[src/rtl/ddr_oiod_delay_ctrl.sv]
// Output-delay-line controller for a group of DDR PHY output IODs.
// It accepts one per-lane tap request at a time and walks that lane's IOD
// delay line one tap per MOVE pulse. Each MOVE or LOAD pulse is followed by
// a settle gap. It keeps a shadow copy of every lane's current tap.
module ddr_oiod_delay_ctrl #(
  parameter int NUM_LANES = 4,
  parameter int LANE_W    = 2,
  parameter int TAP_W     = 8,
  parameter int MAX_TAP   = 255,
  parameter int INIT_TAP  = 1,
  parameter int MOVE_GAP  = 4
) (
  input  logic                       FAB_CLK,
  input  logic                       SYNC_RST,
  input  logic                       REQ_VALID,
  output logic                       REQ_READY,
  input  logic [LANE_W-1:0]          REQ_LANE,
  input  logic [TAP_W-1:0]           REQ_TAP,
  input  logic                       REQ_LOAD,
  output logic                       DONE,
  output logic [LANE_W-1:0]          DONE_LANE,
  output logic                       DONE_ERR,
  output logic [NUM_LANES*TAP_W-1:0] CUR_TAP,
  output logic [NUM_LANES-1:0]       DELAY_LINE_MOVE,
  output logic [NUM_LANES-1:0]       DELAY_LINE_DIRECTION,
  output logic [NUM_LANES-1:0]       DELAY_LINE_LOAD,
  input  logic [NUM_LANES-1:0]       DELAY_LINE_OUT_OF_RANGE
);

  localparam int GAP_W = $clog2(MOVE_GAP + 1);
  localparam logic [LANE_W:0]    NUM_LANES_X = (LANE_W + 1)'(NUM_LANES);
  localparam logic [TAP_W:0]     MAX_TAP_X   = (TAP_W + 1)'(MAX_TAP);
  localparam logic [TAP_W-1:0]   INIT_T      = TAP_W'(INIT_TAP);
  localparam logic [GAP_W-1:0]   GAP_LAST    = GAP_W'(MOVE_GAP - 1);

  typedef enum logic [2:0] {
    S_IDLE, S_DIR, S_STEP, S_LOAD, S_GAP, S_DONE
  } state_t;

  state_t             state_reg, state_next;
  logic [LANE_W-1:0]  lane_reg;
  logic [TAP_W-1:0]   target_reg;
  logic               load_reg;
  logic               err_reg;
  logic [GAP_W-1:0]   gap_cnt_reg;
  logic [TAP_W-1:0]   prev_tap_reg;
  logic [TAP_W-1:0]   cur_tap_reg [NUM_LANES];
  logic [NUM_LANES-1:0] dir_reg;

  logic [NUM_LANES-1:0] lane_sel;
  logic [TAP_W-1:0]     req_cur;
  logic [TAP_W-1:0]     sel_cur;
  logic                 oor_sel;
  logic                 req_reject;

  // Decode the latched lane into a one-hot select and gate the outputs per lane.
  // Reset masks everything immediately, so an aborted operation drops its
  // pulses in the same cycle the reset arrives.
  for (genvar gi = 0; gi < NUM_LANES; gi++) begin : g_lane
    assign lane_sel[gi]             = (lane_reg == LANE_W'(gi));
    assign DELAY_LINE_MOVE[gi]      = !SYNC_RST && (state_reg == S_STEP) && lane_sel[gi];
    assign DELAY_LINE_LOAD[gi]      = !SYNC_RST && (state_reg == S_LOAD) && lane_sel[gi];
    assign DELAY_LINE_DIRECTION[gi] = !SYNC_RST && dir_reg[gi];
    assign CUR_TAP[gi*TAP_W +: TAP_W] = SYNC_RST ? INIT_T : cur_tap_reg[gi];
  end

  // Look up the current tap of the requested lane and of the latched lane,
  // and pick out the latched lane's range flag.
  always_comb begin
    req_cur = '0;
    sel_cur = '0;
    oor_sel = 1'b0;
    for (int i = 0; i < NUM_LANES; i++) begin
      if (REQ_LANE == LANE_W'(i)) req_cur = cur_tap_reg[i];
      if (lane_sel[i]) begin
        sel_cur = cur_tap_reg[i];
        oor_sel = DELAY_LINE_OUT_OF_RANGE[i];
      end
    end
  end

  assign req_reject = ({1'b0, REQ_LANE} >= NUM_LANES_X) ||
                      (!REQ_LOAD && ({1'b0, REQ_TAP} > MAX_TAP_X));

  assign REQ_READY = !SYNC_RST && (state_reg == S_IDLE);
  assign DONE      = !SYNC_RST && (state_reg == S_DONE);
  assign DONE_LANE = DONE ? lane_reg : '0;
  assign DONE_ERR  = DONE && err_reg;

  // State register.
  always_ff @(posedge FAB_CLK) begin
    if (SYNC_RST) state_reg <= S_IDLE;
    else          state_reg <= state_next;
  end

  // Next-state logic: request dispatch, per-step sequencing and gap exit.
  always_comb begin
    state_next = state_reg;
    case (state_reg)
      S_IDLE: begin
        if (REQ_VALID) begin
          if (req_reject)          state_next = S_DONE;
          else if (REQ_LOAD)       state_next = S_LOAD;
          else if (REQ_TAP == req_cur) state_next = S_DONE;
          else                     state_next = S_DIR;
        end
      end
      S_DIR:  state_next = S_STEP;
      S_STEP: state_next = S_GAP;
      S_LOAD: state_next = S_GAP;
      S_GAP: begin
        // A range flag wins over normal completion, even on the last gap cycle.
        if (oor_sel) state_next = S_DONE;
        else if (gap_cnt_reg == '0) begin
          if (load_reg || (sel_cur == target_reg)) state_next = S_DONE;
          else                                     state_next = S_DIR;
        end
      end
      S_DONE:  state_next = S_IDLE;
      default: state_next = S_IDLE;
    endcase
  end

  // Request latch, settle counter and error flag.
  always_ff @(posedge FAB_CLK) begin
    if (SYNC_RST) begin
      lane_reg     <= '0;
      target_reg   <= '0;
      load_reg     <= 1'b0;
      err_reg      <= 1'b0;
      gap_cnt_reg  <= '0;
      prev_tap_reg <= INIT_T;
    end else begin
      case (state_reg)
        S_IDLE: begin
          if (REQ_VALID) begin
            lane_reg   <= REQ_LANE;
            target_reg <= REQ_TAP;
            load_reg   <= REQ_LOAD;
            err_reg    <= req_reject;
          end
        end
        S_STEP, S_LOAD: begin
          prev_tap_reg <= sel_cur;
          gap_cnt_reg  <= GAP_LAST;
        end
        S_GAP: begin
          if (oor_sel)                err_reg     <= 1'b1;
          else if (gap_cnt_reg != '0) gap_cnt_reg <= gap_cnt_reg - 1'b1;
        end
        default: ;
      endcase
    end
  end

  // Per-lane shadow tap and direction: step on MOVE, reload on LOAD,
  // roll back the last move when the IOD flags out-of-range.
  always_ff @(posedge FAB_CLK) begin
    for (int i = 0; i < NUM_LANES; i++) begin
      if (SYNC_RST) begin
        cur_tap_reg[i] <= INIT_T;
        dir_reg[i]     <= 1'b0;
      end else if (lane_sel[i]) begin
        case (state_reg)
          S_DIR:  dir_reg[i] <= (target_reg > cur_tap_reg[i]);
          S_STEP: cur_tap_reg[i] <= dir_reg[i] ? cur_tap_reg[i] + 1'b1
                                                : cur_tap_reg[i] - 1'b1;
          S_LOAD: cur_tap_reg[i] <= INIT_T;
          S_GAP:  if (oor_sel) cur_tap_reg[i] <= prev_tap_reg;
          default: ;
        endcase
      end
    end
  end

endmodule

[config.mk]
export PLATFORM = sky130hd
export DESIGN_NAME = ddr_oiod_delay_ctrl
export DESIGN_NICKNAME = d
export VERILOG_FILES = /design/src/rtl/ddr_oiod_delay_ctrl.sv
export SDC_FILE = /design/constraint.sdc
export NUM_CORES = 1
export LEC_CHECK = 0
export ABC_CLOCK_PERIOD_IN_PS = 6600
export BUFFER_PORTS_ARGS = -buffer_cell sky130_fd_sc_hd__buf_2
export CORE_MARGIN = 5
export CORE_UTILIZATION = 30
export CTS_CLUSTER_DIAMETER = 50
export CTS_CLUSTER_SIZE = 28
export DETAILED_ROUTE_END_ITERATION = 10
export GPL_TIMING_DRIVEN = 0
export SYNTH_ARGS = -nofsm -noshare
export SYNTH_HDL_FRONTEND = slang
export SYNTH_SLANG_ARGS = --single-unit
[constraint.sdc]
create_clock -name FAB_CLK -period 6.6 [get_ports FAB_CLK]
set_input_delay 0.66 -clock FAB_CLK [delete_from_list [all_inputs] [get_ports FAB_CLK]]
set_output_delay 0.66 -clock FAB_CLK [all_outputs]
set_load 0.005 [all_outputs]
==> run metrics, run 1 <==
total power=~1.3 mW; Initial Util=between 30% and 40%; Max Cap Viol=0; Synth cell types=53; hold buffers post-CTS=0; CP max stage cell=clkbuf_1; clk_lat worst skew=0.34 ns; non-filler cells in the finished layout=919; number of synthesized flops with an enable pin=24; P_leak=~2.6 nW; Slew headroom=a little over a tenth; register area share after synthesis=27.8%; area of the multi-input gates=0.00345 mm2; Post-synth ARST share=0%; vias in the first global route=4673; GRT Overall Usage=17.7%; final net count=769; H-tree depth=3; initial antenna violation count=0; Post-Place Cells=903; # diodes=0; Arr. time, crit path=between 2 and 2.5 ns; Mean Syn Cell Area=8.68 um2; Die W=143 um; CP Max Fanout=10; setup TNS=0 ns; max-slew violation count=0; clock tree buffer depth=2; grt ovf=0; Starting DRT DRC Count=about 400; worst-margin pin slew=1.33 ns; syn_nets=693; die area=0.0205 mm2; DRC=0; kind of critical path=input pin to primary output; post-cts resize count=0; Boundary Pins=67; min Tclk post-route=2.99 ns; Critical Path Most Common Cell=buf_2; predominant post-synthesis flop cell=dfxtp_1; largest net degree at the start of global routing=11; YS warnings=0; Gate Count Post-Synth=613; fin crit share=45.3%; TritonRoute pass-1 iters=5; fmax=335 MHz; synthesized cell area=0.00532 mm2; Worst Skew=0.00697 ns; Critical Path RT=about 5.9 ns; share of post-route cells with drive strength above 1=15.9%; CTS tree=done; max FFs per register=32; slowest cell delay on critical path=0.47 ns; Post-CTS Repair Setup Buffers=0; Crit. End Element=primary output; synthesis-to-layout area growth=17.3%; leading cell type in the layout, fill and taps excluded=nor2_1; RSZ-0062 raised after global routing=false; FF+latch count, synth=62; Hold Path Class=flip-flop to flip-flop; Seq. cell area=0.00148 mm2; CTS Root Cell=clkbuf_16; total core area=0.0174 mm2; final hold violations=0; cell breakdown of the critical path=buf_2 > inv_1 > clkbuf_1 > nand2_1 > nor2_1 > buf_2; Vias=about 4.8k; Critical Path Start Type=input pin; Avg WL per Cell=19.5 um; Via density=5.24; Rows=48; WL final=17900 um; status=complete, no violations; Peak VDD IR=133 uV; fillers=1825; GP Congestion=approximately 0.9; clock sinks=between 60 and 70; DP HPWL=around 14000 um; endpoints failing setup=0; Die Height=between 100 and 150 um; I/O Buffers=between 60 and 70; P per Cell Area=203 mW/mm2; antenna viol nets, final=0; first-pass GRT wire length=27300 um; commonest cells after routing, fill and taps aside=nor2_1 (76), nand2_1 (71), buf_2 (67), ha_1 (58), inv_1 (54); Worst-path clk slew=0.05 ns; total CTS buffers=9
[routing by layer]
metal  track usage (%)  part of all wire (%)  wire length (um)  vias up
met1              24.6                    46              8200     2270
met5                 0                     0                 0        -
met4              7.78                   3.7               667        0
met2              27.2                    44              7880      180
met3              2.71                   6.6              1190       39
li1                  -                     -                 -     2324
[cells by family (layout without fill, tap and decap cells)]
logic type,count (synthesis),in the layout,synth area share [%]
compound gates,133,133,16.3
xor+xnor,39,39,6.42
fa+ha+maj,62,62,15.1
buf+inv,78,159,7.40
flops,62,62,27.8
mux,20,20,7.78
simple gates,219,219,19.1
[worst paths after layout]
| path | start | end | slack [ns] | cells past startpoint |
|---|---|---|---|---|
| setup / recovery | SYNC_RST | DELAY_LINE_MOVE[0] | 3.61 | 6 |
| hold / removal | load_reg | load_reg | 0.47 | 2 |
| setup reg to reg | lane_reg[0] | cur_tap_reg[3][7] | 3.91 | 6 |
| hold reg to reg | load_reg | load_reg | 0.47 | 2 |
[stage by stage]
step                instance area (um2)  setup slack (ns)  utilization, %  hold WS [ns]
finish                             6240              3.61            36.0         0.466
global route                       6240              3.44            36.0         0.480
CTS                                6240              3.66            35.9         0.463
detailed placement                 5930              3.66            34.2         0.452
global placement                   5930              3.68            34.2         0.445
floorplan                          5320              4.26               -         0.433
[where the power goes]
group | switching, mW | total [mW] | leakage [nW] | internal (mW)
Clock | 0.180 | 0.509 | 0.151 | 0.328
Sequential | 0.0387 | 0.459 | 0.548 | 0.420
Combinational | 0.167 | 0.297 | 1.91 | 0.130
[synth_stat cells (all sizes together) (5+ instances only)]
cell,instances,area [um2]
a21o,8,60.1
o41ai,6,52.6
clkbuf,16,114
or3,8,50.1
nand2b,8,50.1
nand3,6,30.0
ha,58,726
mux4,15,364
nor2b,11,68.8
nor3,14,80.1
edfxtp,24,721
mux2i,5,50.1
dfxtp,38,761
a21oi,45,225
nand2,71,267
nand4,8,50.1
xor2,11,96.3
buf,8,77.6
a22oi,6,45.0
xnor2,28,245
o21ai,21,105
o21a,9,67.6
a22o,12,105
nor2,79,323
inv,54,203
[area by class of cell]
class,instances,share of cell area (%)
Multi-Input combinational cell,473,55.3
Sequential cell,62,23.7
Timing Repair Buffer,65,5.21
Tap cell,225,4.51
Clock buffer,11,3.73
Inverter,54,3.25
Buffer,24,3.07
Clock inverter,5,1.18
[worst max-delay path, delay by kind of cell]
| kind | cells | cell delay, ns |
|---|---|---|
| buffers and inverters | 4 | 0.88 |
| and+or+nand+nor | 2 | 0.78 |
Note: power is estimated with default switching activity, not from simulation.
==> run 2, diff against run 1 <==
--- a/config.mk
+++ b/config.mk
@@ -5,7 +5,7 @@
 export SDC_FILE = /design/constraint.sdc
 export NUM_CORES = 1
 export LEC_CHECK = 0
-export ABC_CLOCK_PERIOD_IN_PS = 6600
+export ABC_CLOCK_PERIOD_IN_PS = 2600
 export BUFFER_PORTS_ARGS = -buffer_cell sky130_fd_sc_hd__buf_2
 export CORE_MARGIN = 5
 export CORE_UTILIZATION = 30
==> constraint.sdc (replaced) <==
create_clock -name FAB_CLK -period 2.6 [get_ports FAB_CLK]
set_input_delay 0.26 -clock FAB_CLK [delete_from_list [all_inputs] [get_ports FAB_CLK]]
set_output_delay 0.26 -clock FAB_CLK [all_outputs]
set_load 0.005 [all_outputs]
==> run 2 against run 1 <==
Net effect:
- non-clock buffer count is the same
- total power grew to 2.5 times the previous value
- first-iteration DRC count grew 11%
- sequential power grew to 2.5 times the previous value
- critical path depth increased by 2
- hold slack got worse by 0.27 ns
- clock-buffer cell count unchanged
- routed wire length about the same
- combinational power grew to 2.5 times the previous value
- global-route usage is essentially flat
- highest routed layer unchanged
- critical path type is now flip-flop to flip-flop
==> run metrics, run 2 (same netlist as run 1, synthesis figures left out) <==
Starting DRT DRC Count=444; setup slack at placement=-0.143 ns; total core area=around 0.017 mm2; share of post-route cells with drive strength above 1=16.6%; Peak VDD IR=338 uV; non-filler cells in the finished layout=approximately 900; kind of critical path=flip-flop to flip-flop; clk_lat worst skew=0.34 ns; vias in the first global route=4655; Rows=48; CTS Root Cell=clkbuf_16; GRT Overall Usage=17.7%; final worst slack=about 0.15 ns; RSZ-0062 raised after global routing=false; endpoints failing setup=0; Slew headroom=40.8%; fmax=408 MHz; Hold Path Class=input pin to flip-flop; Worst Skew=about 0.0067 ns; min Tclk post-route=2.45 ns; DRC=0; Boundary Pins=between 60 and 70; fillers=1821; Die W=143 um; I/O Buffers=65; Arr. time, crit path=between 2 and 3 ns; die area=0.0205 mm2; final hold violations=0; CTS tree=done; Post-Place Cells=roughly 900; TritonRoute pass-1 iters=4; worst-margin pin slew=0.882 ns; CP Max Fanout=7; GP Congestion=just under 0.9; Worst-path clk slew=0.06 ns; Post-CTS Repair Setup Buffers=0; Crit. End Element=flip-flop; Worst Reg-to-Reg Cells=8; P_leak=2.62 nW; # diodes=0; status=complete, no violations; grt ovf=0; initial antenna violation count=0; WL final=18000 um; max FFs per register=32; P per Cell Area=around 510 mW/mm2; leading cell type in the layout, fill and taps excluded=nor2_1; clock sinks=62; clock tree buffer depth=2; commonest cells after routing, fill and taps aside=nor2_1 (76), nand2_1 (71), buf_2 (67), ha_1 (58), inv_1 (52); final net count=769; largest net degree at the start of global routing=11; total CTS buffers=9; H-tree depth=3; Avg WL per Cell=19.5 um; Max Cap Viol=0; synthesis-to-layout area growth=17.4%; hold buffers post-CTS=0; Critical Path RT=2.70 ns; first-pass GRT wire length=about 27000 um; Via density=5.24; WHS Path Cells=3; DP HPWL=13800 um; max-slew violation count=0; antenna viol nets, final=0; fin crit share=94.4%; Die Height=roughly 140 um; Vias=4816; total power=3.21 mW; Initial Util=30.7%; Critical Path Start Type=flip-flop
-- run 2: power by group --
part	switching (mW)	internal (mW)
clock network	0.455	0.833
registers	0.0982	1.07
logic	0.426	0.329
total	0.979	2.23
-- run 2: through the flow --
step                area [um2]  hold WS [ns]  TNS, ns  utilization (%)
floorplan                 5320         0.396        0                -
global placement          5930         0.445    -1.29             34.2
detailed placement        5930         0.452    -2.30             34.2
finish                    6250         0.192        0             36.0
CTS                       6240         0.183        0             36.0
global route              6250         0.206        0             36.0
-- run 2: worst max-delay path: stages, from the launching register on --
cell,delay (ns)
dfxtp_2,0.41
inv_1,0.18
ha_1,0.37
nor2b_1,0.14
o21ai_0,0.20
a21boi_0,0.17
o21a_1,0.20
or3_1,0.30
a32o_1,0.24
-- run 2: final cells by class --
cell class	instances	area (um2)	share of cell area, %
Buffer	24	191	3.06
Clock inverter	5	73.8	1.18
Clock buffer	11	233	3.72
Tap cell	225	282	4.50
Timing Repair Buffer	65	325	5.20
Sequential cell	62	1490	23.8
Multi-Input combinational cell	473	3460	55.3
Inverter	54	203	3.24
-- run 2: per-layer routing --
layer	global-route usage, %	share of wire [%]
met2	27.2	44
met3	2.71	6.9
met1	24.6	45
met5	0	0
met4	7.78	3.9
-- run 2: final timing paths --
kind / startpoint / end / slack, ns
min: REQ_LOAD / load_reg / 0.19
max reg2reg: dir_reg[1] / cur_tap_reg[1][6] / 0.15
min reg2reg: load_reg / load_reg / 0.46
max: dir_reg[1] / cur_tap_reg[1][6] / 0.15
-- run 2: what timing repair did --
item / 4_1_cts / 5_1_grt
pin swaps: 0 / 0
endpoints found under the setup margin: 24 / 7
resized for setup: 3 / 6
==> run 3, diff against run 2 <==
--- a/config.mk
+++ b/config.mk
@@ -7,12 +7,12 @@
 export LEC_CHECK = 0
 export ABC_CLOCK_PERIOD_IN_PS = 2600
 export BUFFER_PORTS_ARGS = -buffer_cell sky130_fd_sc_hd__buf_2
-export CORE_MARGIN = 5
+export CORE_MARGIN = 2
 export CORE_UTILIZATION = 30
 export CTS_CLUSTER_DIAMETER = 50
-export CTS_CLUSTER_SIZE = 28
 export DETAILED_ROUTE_END_ITERATION = 10
 export GPL_TIMING_DRIVEN = 0
+export SETUP_SLACK_MARGIN = 0.05
 export SYNTH_ARGS = -nofsm -noshare
 export SYNTH_HDL_FRONTEND = slang
 export SYNTH_SLANG_ARGS = --single-unit
==> run 3 against run 2 <==
Net effect:
- core utilization up 0.089 points
- sequential power about the same
- hold slack worse by 0.014 ns
- critical path type unchanged
- critical endpoint unchanged
==> run metrics, run 3 (same netlist as run 1, synthesis figures left out) <==
r2r setup slk=0.14 ns; clk_lat worst skew=0.35 ns; DRC=0; Critical Path RT=2.70 ns; endpoints failing setup=0; worst-margin pin slew=0.827 ns; Reg-to-Reg Start=dir_reg[1]; GRT Overall Usage=between 10% and 20%; power share of the clock group=38.2%; sequential share of power=37.5%; Starting DRT DRC Count=362; max-slew violation count=0; setup slack at placement=-0.141 ns; Crit. End Element=flip-flop; clock sinks=62; kind of critical path=flip-flop to flip-flop; status=complete, no violations; Hold Path Class=input pin to flip-flop; Initial Util=30.8%; P per Cell Area=between 400 and 500 mW/mm2; Boundary Pins=67; CP Max Fanout=7; # diodes=0; Critical Path Sink=cur_tap_reg[1][6]; max FFs per register=32; final net count=769; final design utilization=between 30% and 40%; switching power=0.977 mW; final hold violations=0; final worst slack=0.144 ns; fmax=407 MHz; commonest cells after routing, fill and taps aside=nor2_1 (75), nand2_1 (71), buf_2 (67), ha_1 (58), inv_1 (53); fin crit share=94.5%; GP Congestion=about 0.9; Vias=4801; min Tclk post-route=2.46 ns; RSZ-0062 raised after global routing=true; TritonRoute pass-1 iters=7; Die W=between 100 and 150 um; H-tree depth=3; Critical Path Start Type=flip-flop; Worst Reg-to-Reg Cells=8; Slew headroom=44.5%; Int Pwr=~2.1 mW; Max Cap Viol=0; Peak VDD IR=338 uV; clock tree buffer depth=2; total power=approximately 3.1 mW; non-filler cells in the finished layout=919; share of post-route cells with drive strength above 1=about 17%; Worst-path clk slew=roughly 0.050 ns; die area=0.0188 mm2; Via density=5.22; Combinational Power Share=between 20 and 25%; DP HPWL=13600 um; first-pass GRT wire length=26500 um; I/O Buffers=65; setup TNS=0 ns; grt ovf=0; Sw Share=31.4%; synthesis-to-layout area growth=17.3%; total core area=approximately 0.017 mm2; Arr. time, crit path=about 2.6 ns; r2r endpoint=cur_tap_reg[1][6]; WL final=17500 um; CTS tree=done; largest net degree at the start of global routing=12; initial antenna violation count=0; P_leak=~2.6 nW; total CTS buffers=9; antenna viol nets, final=0; start point of the critical path=dir_reg[1]; vias in the first global route=4667; Post-Place Cells=around 900; CTS Root Cell=clkbuf_16; Worst Skew=0.00559 ns; Rows=48; leading cell type in the layout, fill and taps excluded=nor2_1; Avg WL per Cell=19.0 um; Die Height=137 um
==> run 3: cell types whose count changed in the layout (fill, tap and decap cells not counted), sizes merged <==
cell    before  now
bufinv       2    1
clkinv       3    5
clkbuf      27   26
==> run 3: layout make-up <==
cell class                      instances  area, um2
Clock buffer                           10        229
Timing Repair Buffer                   65        325
Buffer                                 24        191
Inverter                               54        203
Multi-Input combinational cell        473       3480
Tap cell                              225        282
Sequential cell                        62       1490
Fill cell                            1795      11100
Clock inverter                          6       53.8
==> run 3: stage by stage <==
step                      hold WS [ns]  area (um2)
final                            0.179        6250
after detailed placement         0.454        5930
after global routing             0.191        6250
after CTS                        0.174        6220
after global placement           0.448        5930
after floorplan                  0.396        5320
==> run 3: metal layers <==
layer	vias up	routed length, um	global-route usage, %
li1	2316	-	-
met1	2249	7730	25.8
met2	194	7690	30.0
met3	42	1300	4.64
met4	0	739	8.02
met5	-	0	0
==> run 3: power groups by stage <==
stage	clock network, mW	logic (mW)	registers, mW
4_1_cts	1.20	0.746	1.16
2_1_floorplan	0	0.562	1.13
6_report	1.19	0.755	1.16
3_5_place_dp	0	0.740	1.18
3_3_place_gp	0	0.734	1.18
5_1_grt	1.24	0.841	1.17
==> run 3: worst min path at each step <==
stage	startpoint	cells after the start	endpoint	slack, ns
final	REQ_TAP[5]	3	target_reg[5]	0.18
after detailed placement	target_reg[0]	2	target_reg[0]	0.45
after global placement	load_reg	2	load_reg	0.45
after global routing	REQ_TAP[3]	3	target_reg[3]	0.19
after CTS	REQ_TAP[5]	3	target_reg[5]	0.17
after floorplan	REQ_LOAD	2	load_reg	0.40
==> run 3: what timing repair did <==
item                       in CTS  in global routing
setup buffers                   0                  0
resized for setup               4                  8
setup endpoints to repair      18                 13
hold buffers                    0                  0
==> run 3: worst max-delay path, stage by stage, from the launching register on <==
cell and delay [ns]:
dfxtp_2 0.40, inv_1 0.16, ha_1 0.37, nor2b_1 0.15
o21ai_0 0.22, a21boi_0 0.17, o21a_1 0.20, or3_1 0.30
a32o_1 0.24
